$ cat src/rtl/mxv_result_tx_pkg.sv
// Shared definitions for the MxV result transmitter: sizes, packet framing bytes, state type.
// Latency: n/a (types, constants and pure helper functions only).
// Backpressure: n/a.
package mxv_result_tx_pkg;

    localparam int N_MAX  = 8;    // maximum number of result elements
    localparam int RES_W  = 16;   // width of one result element (2 bytes, MSB first)
    localparam int IDX_W  = 3;    // clog2(N_MAX)
    localparam int BIDX_W = 5;    // byte index inside a packet, max 2*N_MAX+3 = 19
    localparam int NLEN_W = 4;    // width of the element count input

    localparam logic [7:0] PKT_HDR  = 8'hFE;
    localparam logic [7:0] PKT_TRL  = 8'hEF;
    localparam logic [7:0] RESP_CMD = 8'h05;

    typedef logic [RES_W-1:0] result_t;

    typedef enum logic [1:0] {
        IDLE   = 2'd0,
        LOAD   = 2'd1,
        WAIT   = 2'd2,
        FINISH = 2'd3
    } tx_state_t;

    // LEN field: payload bytes plus the command byte, 2*n+1
    function automatic logic [7:0] pkt_len(input logic [NLEN_W-1:0] n);
        return {3'b000, n, 1'b1};
    endfunction

    // Byte index of the trailer, 2*n+3
    function automatic logic [BIDX_W-1:0] last_byte_idx(input logic [NLEN_W-1:0] n);
        return {n, 1'b0} + BIDX_W'(3);
    endfunction

endpackage

$ cat src/rtl/mxv_result_buffer.sv
// Result register file: N_MAX entries of RES_W bits, one write port, bulk clear, async reset.
// Latency: writes visible the cycle after the strobe; read is combinational by index.
// Backpressure: none; the owner gates we/clr when the contents must stay frozen.
module mxv_result_buffer
    import mxv_result_tx_pkg::*;
(
    input  logic             clk,
    input  logic             rst,
    input  logic             we,
    input  logic [IDX_W-1:0] wr_addr,
    input  result_t          wr_data,
    input  logic             clr,
    input  logic [IDX_W-1:0] rd_addr,
    output result_t          rd_data
);

    result_t mem_q [N_MAX];

    // Storage update: clear takes priority over a write in the same cycle
    always_ff @(posedge clk or posedge rst) begin
        if (rst) begin
            for (int i = 0; i < N_MAX; i++) begin
                mem_q[i] <= '0;
            end
        end else if (clr) begin
            for (int i = 0; i < N_MAX; i++) begin
                mem_q[i] <= '0;
            end
        end else if (we) begin
            mem_q[wr_addr] <= wr_data;
        end
    end

    assign rd_data = mem_q[rd_addr];

endmodule

$ cat src/rtl/mxv_result_tx.sv
// Buffers MxV results and sends them as one framed packet (FE LEN 05 data.. EF) byte by byte.
// Latency: first TX_SEND one cycle after an accepted START; next byte one cycle after TX_DONE.
// Backpressure: one byte in flight; waits for TX_DONE before each next byte, ignores inputs while busy.
module mxv_result_tx
    import mxv_result_tx_pkg::*;
(
    input  logic              clk,
    input  logic              rst,
    input  logic              RES_WE,
    input  logic [IDX_W-1:0]  RES_ADDR,
    input  logic [RES_W-1:0]  RES_DATA,
    input  logic              CLEAR,
    input  logic              START,
    input  logic [NLEN_W-1:0] N_ELEM,
    input  logic              TX_DONE,
    output logic [7:0]        TX_BYTE,
    output logic              TX_SEND,
    output logic              BUSY,
    output logic              DONE
);

    tx_state_t          state_q, state_d;
    logic [BIDX_W-1:0]  idx_q, idx_d;
    logic [NLEN_W-1:0]  n_q, n_d;
    logic [7:0]         tx_byte_q, tx_byte_d;

    logic               in_idle;
    logic               start_ok;
    logic [3:0]         data_idx;
    logic [IDX_W-1:0]   rd_addr;
    result_t            rd_data;
    logic [7:0]         sel_byte;

    assign in_idle  = (state_q == IDLE);
    assign start_ok = START && (N_ELEM != '0) && (N_ELEM <= NLEN_W'(N_MAX));

    // Buffer contents only change while idle, so a packet in flight sees frozen data
    mxv_result_buffer u_buf (
        .clk     (clk),
        .rst     (rst),
        .we      (RES_WE && in_idle),
        .wr_addr (RES_ADDR),
        .wr_data (RES_DATA),
        .clr     (CLEAR && in_idle),
        .rd_addr (rd_addr),
        .rd_data (rd_data)
    );

    // Byte selector: framing bytes by position, otherwise a result byte (even offset = MSB).
    // Data offsets never exceed 15, so the 4-bit wrap of idx-3 is harmless for framing bytes.
    always_comb begin
        data_idx = 4'(idx_q - BIDX_W'(3));
        rd_addr  = data_idx[IDX_W:1];
        sel_byte = '0;
        if (idx_q == BIDX_W'(0)) begin
            sel_byte = PKT_HDR;
        end else if (idx_q == BIDX_W'(1)) begin
            sel_byte = pkt_len(n_q);
        end else if (idx_q == BIDX_W'(2)) begin
            sel_byte = RESP_CMD;
        end else if (idx_q == last_byte_idx(n_q)) begin
            sel_byte = PKT_TRL;
        end else if (data_idx[0]) begin
            sel_byte = rd_data[7:0];
        end else begin
            sel_byte = rd_data[RES_W-1:8];
        end
    end

    // State, byte index, element count and held byte registers
    always_ff @(posedge clk or posedge rst) begin
        if (rst) begin
            state_q   <= IDLE;
            idx_q     <= '0;
            n_q       <= '0;
            tx_byte_q <= '0;
        end else begin
            state_q   <= state_d;
            idx_q     <= idx_d;
            n_q       <= n_d;
            tx_byte_q <= tx_byte_d;
        end
    end

    // Next-state logic: TX_DONE only matters in WAIT, START only in IDLE
    always_comb begin
        state_d   = state_q;
        idx_d     = idx_q;
        n_d       = n_q;
        tx_byte_d = tx_byte_q;
        case (state_q)
            IDLE: begin
                if (start_ok) begin
                    n_d     = N_ELEM;
                    idx_d   = '0;
                    state_d = LOAD;
                end
            end
            LOAD: begin
                tx_byte_d = sel_byte;
                state_d   = WAIT;
            end
            WAIT: begin
                if (TX_DONE) begin
                    if (idx_q == last_byte_idx(n_q)) begin
                        state_d = FINISH;
                    end else begin
                        idx_d   = idx_q + BIDX_W'(1);
                        state_d = LOAD;
                    end
                end
            end
            FINISH: begin
                state_d = IDLE;
            end
            default: begin
                state_d = IDLE;
            end
        endcase
    end

    // Outputs decode straight from the registered state; reset drives them all low at once
    assign TX_SEND = (state_q == LOAD);
    assign TX_BYTE = (state_q == LOAD) ? sel_byte : tx_byte_q;
    assign BUSY    = (state_q == LOAD) || (state_q == WAIT);
    assign DONE    = (state_q == FINISH);

endmodule
$ cat config.mk
export PLATFORM = sky130hd
export DESIGN_NAME = mxv_result_tx
export DESIGN_NICKNAME = d
export VERILOG_FILES = /design/src/rtl/mxv_result_tx_pkg.sv /design/src/rtl/mxv_result_buffer.sv /design/src/rtl/mxv_result_tx.sv
export SDC_FILE = /design/constraint.sdc
export NUM_CORES = 1
export LEC_CHECK = 0
export BUFFER_PORTS_ARGS = -buffer_cell sky130_fd_sc_hd__buf_2
export CAP_MARGIN = 25
export CELL_PAD_IN_SITES_DETAIL_PLACEMENT = 1
export CELL_PAD_IN_SITES_GLOBAL_PLACEMENT = 1
export CORE_MARGIN = 8
export CORE_UTILIZATION = 45
export DETAILED_ROUTE_END_ITERATION = 12
export PLACE_DENSITY_LB_ADDON = 0.1
export SYNTH_ARGS = -nofsm -noshare
export SYNTH_HDL_FRONTEND = slang
export SYNTH_HIERARCHICAL = 1
export SYNTH_SLANG_ARGS = --single-unit
$ cat constraint.sdc
create_clock -name clk -period 5.8 [get_ports clk]
set_input_delay 0.29 -clock clk [delete_from_list [all_inputs] [get_ports clk]]
set_output_delay 0.29 -clock clk [all_outputs]
set_load 0.02 [all_outputs]
Word level (Yosys, flattened, before mapping)
Cells that the tools add are included.
- bits in latches: 0
- memories kept: 0
- register bits: 147
- bits in writable memories: 0
- bits of input ports: 29
- word-level logic and storage cells: 66
- ROM bits: 0
- $mul: 0
- divide/modulo/power cells: 0
- $add $sub $neg: 3
- bitwise operators: 2
- reductions and logical operators: 14
- shift operators: 0
- muxes and demuxes: 22
- order comparisons: 4
- equality and inequality tests: 9
- operators with widths (cell ; number):
    128-bit 2-to-1 mux ; 2
    128-bit bitwise mux ; 1
    16-bit binary-select mux with 3-bit select ; 1
    16-bit demux with 3-bit select ; 1
    16-bit 2-to-1 mux ; 3
    8-bit 2-to-1 mux ; 6
    5-bit 2-to-1 mux ; 3
    5-bit case mux with 2 select lines ; 1
    4-bit greater-or-equal comparator, second input constant ; 2
    3-bit inverter with 4-bit output ; 2
    2-bit case mux with 4 select lines ; 1
    2-bit 2-to-1 mux ; 3
    5-bit by 1-bit adder with 5-bit output, second input constant ; 1
    5-bit by 2-bit adder with 5-bit output, second input constant ; 1
    5-bit by 1-bit == test with 1-bit output, second input constant ; 1
    5-bit by 2-bit == test with 1-bit output, second input constant ; 1
    5-bit == test ; 1
    1-bit logical AND ; 5
    5-bit logical NOT ; 1
    2-bit == test, second input constant ; 2
    4-bit less-or-equal comparator, second input constant ; 1
    4-bit by 1-bit < comparator with 1-bit output, second input constant ; 1
    2-bit inequality test, second input constant ; 2
    2-bit AND reduction ; 2
    8 further kinds ; 9

Depth between registers and ports, before layout
- depth in word-level cells: 11
- depth in mapped cells: 12
- mapped depth without buffers: 8

Modules after synthesis
Netlist, hierarchy kept.
- modules (own cells, without submodules) (module ; area each (µm²) ; times used ; cells an instance ; seq. area each (µm²)):
    mxv_result_buffer ; 6396.1 ; 1 ; 648 ; 3203.1
    mxv_result_tx ; 1335.0 ; 1 ; 135 ; 475.5

Least setup slack after synthesis
OpenSTA, ideal clock, no wires.
- path type: register to output
- start point: register idx_q[0]
- end point: output port TX_BYTE[1]
- cell stages (with the launch flop): 11
- data arrival time: 2.816 ns
- path slack: 2.694 ns
- path buffers: 3
- cell sequence: dfrtp_1 buf_1 inv_1 ha_1 buf_6 buf_12 mux4_1 mux2_2 mux2_2 o21ai_1 a31oi_1
- longest elaborated chain between the ends: 11
- elaborated cells on any way between the ends: 15
- classes of those cells: add/sub (1); eq/ne (3); mux (9); bitwise (1); reduce/logical (1)
- ends and longest elaborated chain (element ; line ; source):
    from (decl) ; mxv_result_tx.sv:23 ; logic [BIDX_W-1:0] idx_q, idx_d;
    from (signal assigned) ; mxv_result_tx.sv:79 ; idx_q <= idx_d;
    4-bit by 2-bit subtractor with 4-bit output ; mxv_result_tx.sv:52 ; data_idx = 4'(idx_q - BIDX_W'(3));
    net data_idx[1] ; mxv_result_tx.sv:29 ; logic [3:0] data_idx;
    3-bit inverter with 4-bit output (implied by the code) ; mxv_result_buffer.sv:34 ; assign rd_data = mem_q[rd_addr];
    16-bit binary-select mux with 3-bit select ; mxv_result_buffer.sv:34 ;
    16-bit 2-to-1 mux (implied by the code) (2 in a row) ; mxv_result_buffer.sv:34 ;
    net rd_data[9] ; mxv_result_tx.sv:31 ; result_t rd_data;
    8-bit 2-to-1 mux ; mxv_result_tx.sv:63 ; end else if (data_idx[0]) begin
    8-bit 2-to-1 mux ; mxv_result_tx.sv:61 ; end else if (idx_q == last_byte_idx(n_q)) begin
    8-bit 2-to-1 mux ; mxv_result_tx.sv:59 ; end else if (idx_q == BIDX_W'(2)) begin
    8-bit 2-to-1 mux ; mxv_result_tx.sv:57 ; end else if (idx_q == BIDX_W'(1)) begin
    8-bit 2-to-1 mux ; mxv_result_tx.sv:55 ; if (idx_q == BIDX_W'(0)) begin
    8-bit 2-to-1 mux ; - ;
    to (decl) ; mxv_result_tx.sv:16 ; output logic [7:0] TX_BYTE,
The timed path passes the listed nets, and every way through them passes these cells. The select of a mux whose other input is x is not followed.

Worst setup path after layout
- start point: register idx_q[0]
- end point: output port TX_BYTE[0]
The elaborated chain is that of the path after synthesis.

==> flow_metrics.env <==
export IMPL_finalNetCount=817
export IMPL_dp_hpwl_um=15300
export IMPL_io_pins=40
export IMPL_hold_start="N_ELEM[0]"
export IMPL_power_density_mw_per_mm2=448
export IMPL_end_kind="output port"
export IMPL_finalClockSkew_ps=6.12
export IMPL_leakage_uw=0.00377
export IMPL_ys_ff_latch=147
export IMPL_cts_sinks=147
export IMPL_drt_vias_per_instance=5.76
export IMPL_area_growth_pct=10.4
export IMPL_async_reset_ff_share_pct=100
export IMPL_die_w_um=147
export IMPL_tns_ps=0
export IMPL_wl_met3_um=780
export IMPL_yosysTopAreaCell="dfrtp_1"
export IMPL_synth_net_count=822
export IMPL_worst_pin_slew_ps=972
export IMPL_dr_pass1_iters=5
export IMPL_numCtsBuffers=17
export IMPL_yosysWarnings=6
export IMPL_outcome="complete, no violations"
export IMPL_m1WireLength_um=10100
export IMPL_min_period_over_period_pct=76.7
export IMPL_cts_setup_buffers=0
export IMPL_hold_path_class="in2reg"
export IMPL_diodes=0
export IMPL_max_stage_delay_ps=880
export IMPL_totalWireLength_um=22900
export IMPL_drt_initial_drc_count=381
export IMPL_dr_max_layer_used="met4"
export IMPL_cp_data_required_time_ps=5510
export IMPL_drive_above_1_share_pct=16.7
export IMPL_antenna_found_initial=0
export IMPL_htreeDepth=4
export IMPL_grt_max_degree=84
export IMPL_clock_latency_ps=420
export IMPL_wl_per_cell_um=22.5
export IMPL_crit_slowest_cell="ha_1"
export IMPL_slew_viol_final=0
export IMPL_vias=5850
export IMPL_ff2ff_path_depth=9
export IMPL_yosysUniqueCellTypes=51
export IMPL_clk_path_buf_depth=2
export IMPL_max_clock_freq_mhz=225
export IMPL_dieArea_mm2=0.0216
export IMPL_synthCells=783
export IMPL_post_synth_cell_area_avg_um2=9.87
export IMPL_rrSetupSlack_ps=2110
export IMPL_fin_ws_ps=1350
export IMPL_rows=48
export IMPL_setup_viol=0
export IMPL_grt_use_total_pct=22.0
export IMPL_final_common_cell="nand2_1"
export IMPL_crit_fanout=20
export IMPL_min_path_cells=2
export IMPL_post_route_drc_count=0
export IMPL_cts_root_buf="clkbuf_16"
export IMPL_worstPathCellList="inv_1, ha_1, buf_12, mux4_1, mux2_2, mux2i_1, nand2_1, o21ai_1, o21ai_1, buf_2"
export IMPL_ys_top_cells_by_area="dfrtp_1 48%, nand2_1 13%, a21oi_1 8.6%, mux4_1 7.5%, mux2_2 3.4%"
export IMPL_cts_tree="done"
export IMPL_r2r_start="idx_q[0]"
export IMPL_io_buffers=39
export IMPL_synthFlopType="dfrtp_1"
export IMPL_netlist_area_leader_share_pct=47.6
export IMPL_grt_overflow=0
export IMPL_wl_met2_um=11600
export IMPL_start_util_pct=45.3
export IMPL_hold_viol_final=0
export IMPL_period_needed_ps=4450
export IMPL_timing_rr_end="tx_byte_q[0]"
export IMPL_worstSetupStartpointType="flop"
export IMPL_synth_seq_area_share_pct=47.6
export IMPL_slew_limit_headroom_pct=34.9
export IMPL_synth_edff_count=0
export IMPL_cp_data_arrival_time_ps=4160
export IMPL_path_common_cell="o21ai_1"
export IMPL_antenna_left=0
export IMPL_path_clk_slew_ps=60
export IMPL_rsz0062_at_grt="false"
export IMPL_final_cell_mix="263 x nand2_1, 147 x dfrtp_1, 133 x a21oi_1, 39 x buf_2, 23 x mux2_2"
export IMPL_core_area_mm2=0.0171
export IMPL_grt_pass1_vias=6496
export IMPL_critPathKind="reg2out"
export IMPL_maxCapViolCount=0
export IMPL_hold_path_end="n_q[0]"
export IMPL_die_y_um=147
export IMPL_pre_cts_slack_ps=1830
export IMPL_netlist_area_mm2=0.00773
export IMPL_grt_pass1_wl_um=37000
export IMPL_place_congestion=0.790
export IMPL_irDropWorstVdd_mv=0.255
where the power goes:
group / leakage (uW) / switching, uW / internal [uW]
Clock: 0.000293 / 421 / 677
Sequential: 0.00199 / 169 / 1240
Combinational: 0.00149 / 776 / 543
per-layer routing:
| layer | track usage, % | vias up |
|---|---|---|
| li1 | - | 2668 |
| met1 | 27.8 | 3028 |
| met2 | 37.7 | 131 |
| met3 | 4.24 | 23 |
| met4 | 5.81 | 0 |
| met5 | 0 | - |
sequential cells by signal, indices dropped and copies added, names as in the netlist:
register / cells
idx_q: 5
u_buf/mem_q: 128
tx_byte_q: 8
n_q: 4
state_q: 2
how the worst max path moves through the flow:
stage	cells after the start	to	from	slack, ps
CTS	10	TX_BYTE[0]	idx_q[0]	1330
global placement	9	TX_BYTE[3]	idx_q[0]	1910
floorplan	1	u_buf/mem_q[0]	rst	2100
global route	10	TX_BYTE[0]	idx_q[0]	1090
detailed placement	10	TX_BYTE[0]	idx_q[0]	1830
finish	10	TX_BYTE[0]	idx_q[0]	1350
kinds of logic after synthesis:
family                     after synthesis  synth area share, %
AOI/OAI and AO/OA                      156                 11.1
buffers and inverters                   87                 6.46
and+or+nand+nor                        313                 17.6
muxes                                   62                 14.7
adders and majority gates               10                 1.62
xor gates and xnor gates                 8                0.906
DFF                                    147                 47.6
metrics by stage:
stage / util, % / total power (uW) / hold slack (ps) / std cells / area [um^2]
4_1_cts: 49.6 / 3850 / 28.0 / 1011 / 8460
2_1_floorplan: - / 2410 / 241 / 783 / 7730
6_report: 50.0 / 3820 / 154 / 1016 / 8530
5_1_grt: 50.0 / 4040 / 151 / 1016 / 8530
3_5_place_dp: 46.2 / 2740 / 478 / 979 / 7870
3_3_place_gp: 45.8 / 2670 / 470 / 975 / 7820
final cells by class:
cell class	count	area, um^2
inverters	10	40.0
multi-input cells	549	3570
flip-flops and latches	147	3680
clock inverters	9	101
repair buffers	53	369
fillers	1910	8520
well taps	225	282
clock buffers	23	488
Yosys cell counts, types with 3 or more instances:
master / number
nand2_1: 263
dfrtp_1: 147
a21oi_1: 133
clkbuf_1: 26
buf_4: 23
mux2_2: 23
mux4_1: 22
nand3_1: 11
buf_2: 10
ha_1: 10
inv_1: 10
mux4_2: 10
clkbuf_2: 9
nor2_1: 9
o21ai_1: 7
buf_6: 4
mux2_1: 4
xnor2_1: 4
xor2_1: 4
a31oi_1: 3
and4b_1: 3
and4bb_2: 3
buf_1: 3
mux2i_1: 3
nand4b_1: 3
nand4bb_1: 3
o211ai_1: 3
critical path: cells and delay by family, from the launching register on:
family,cells,cell delay [ps]
AND/OR/NAND/NOR,1,100
AO/OA/AOI/OAI,2,200
multiplexers,3,1160
adder cells (fa/ha/maj),1,880
flip-flops,1,730
buffers and inverters,3,640
repair_timing:
| action | CTS | global route |
|---|---|---|
| hold endpoints to repair | 0 | 40 |
| gates resized for setup | 0 | 0 |
| hold buffers | 0 | 1 |
(Power assumes the default switching activity.)
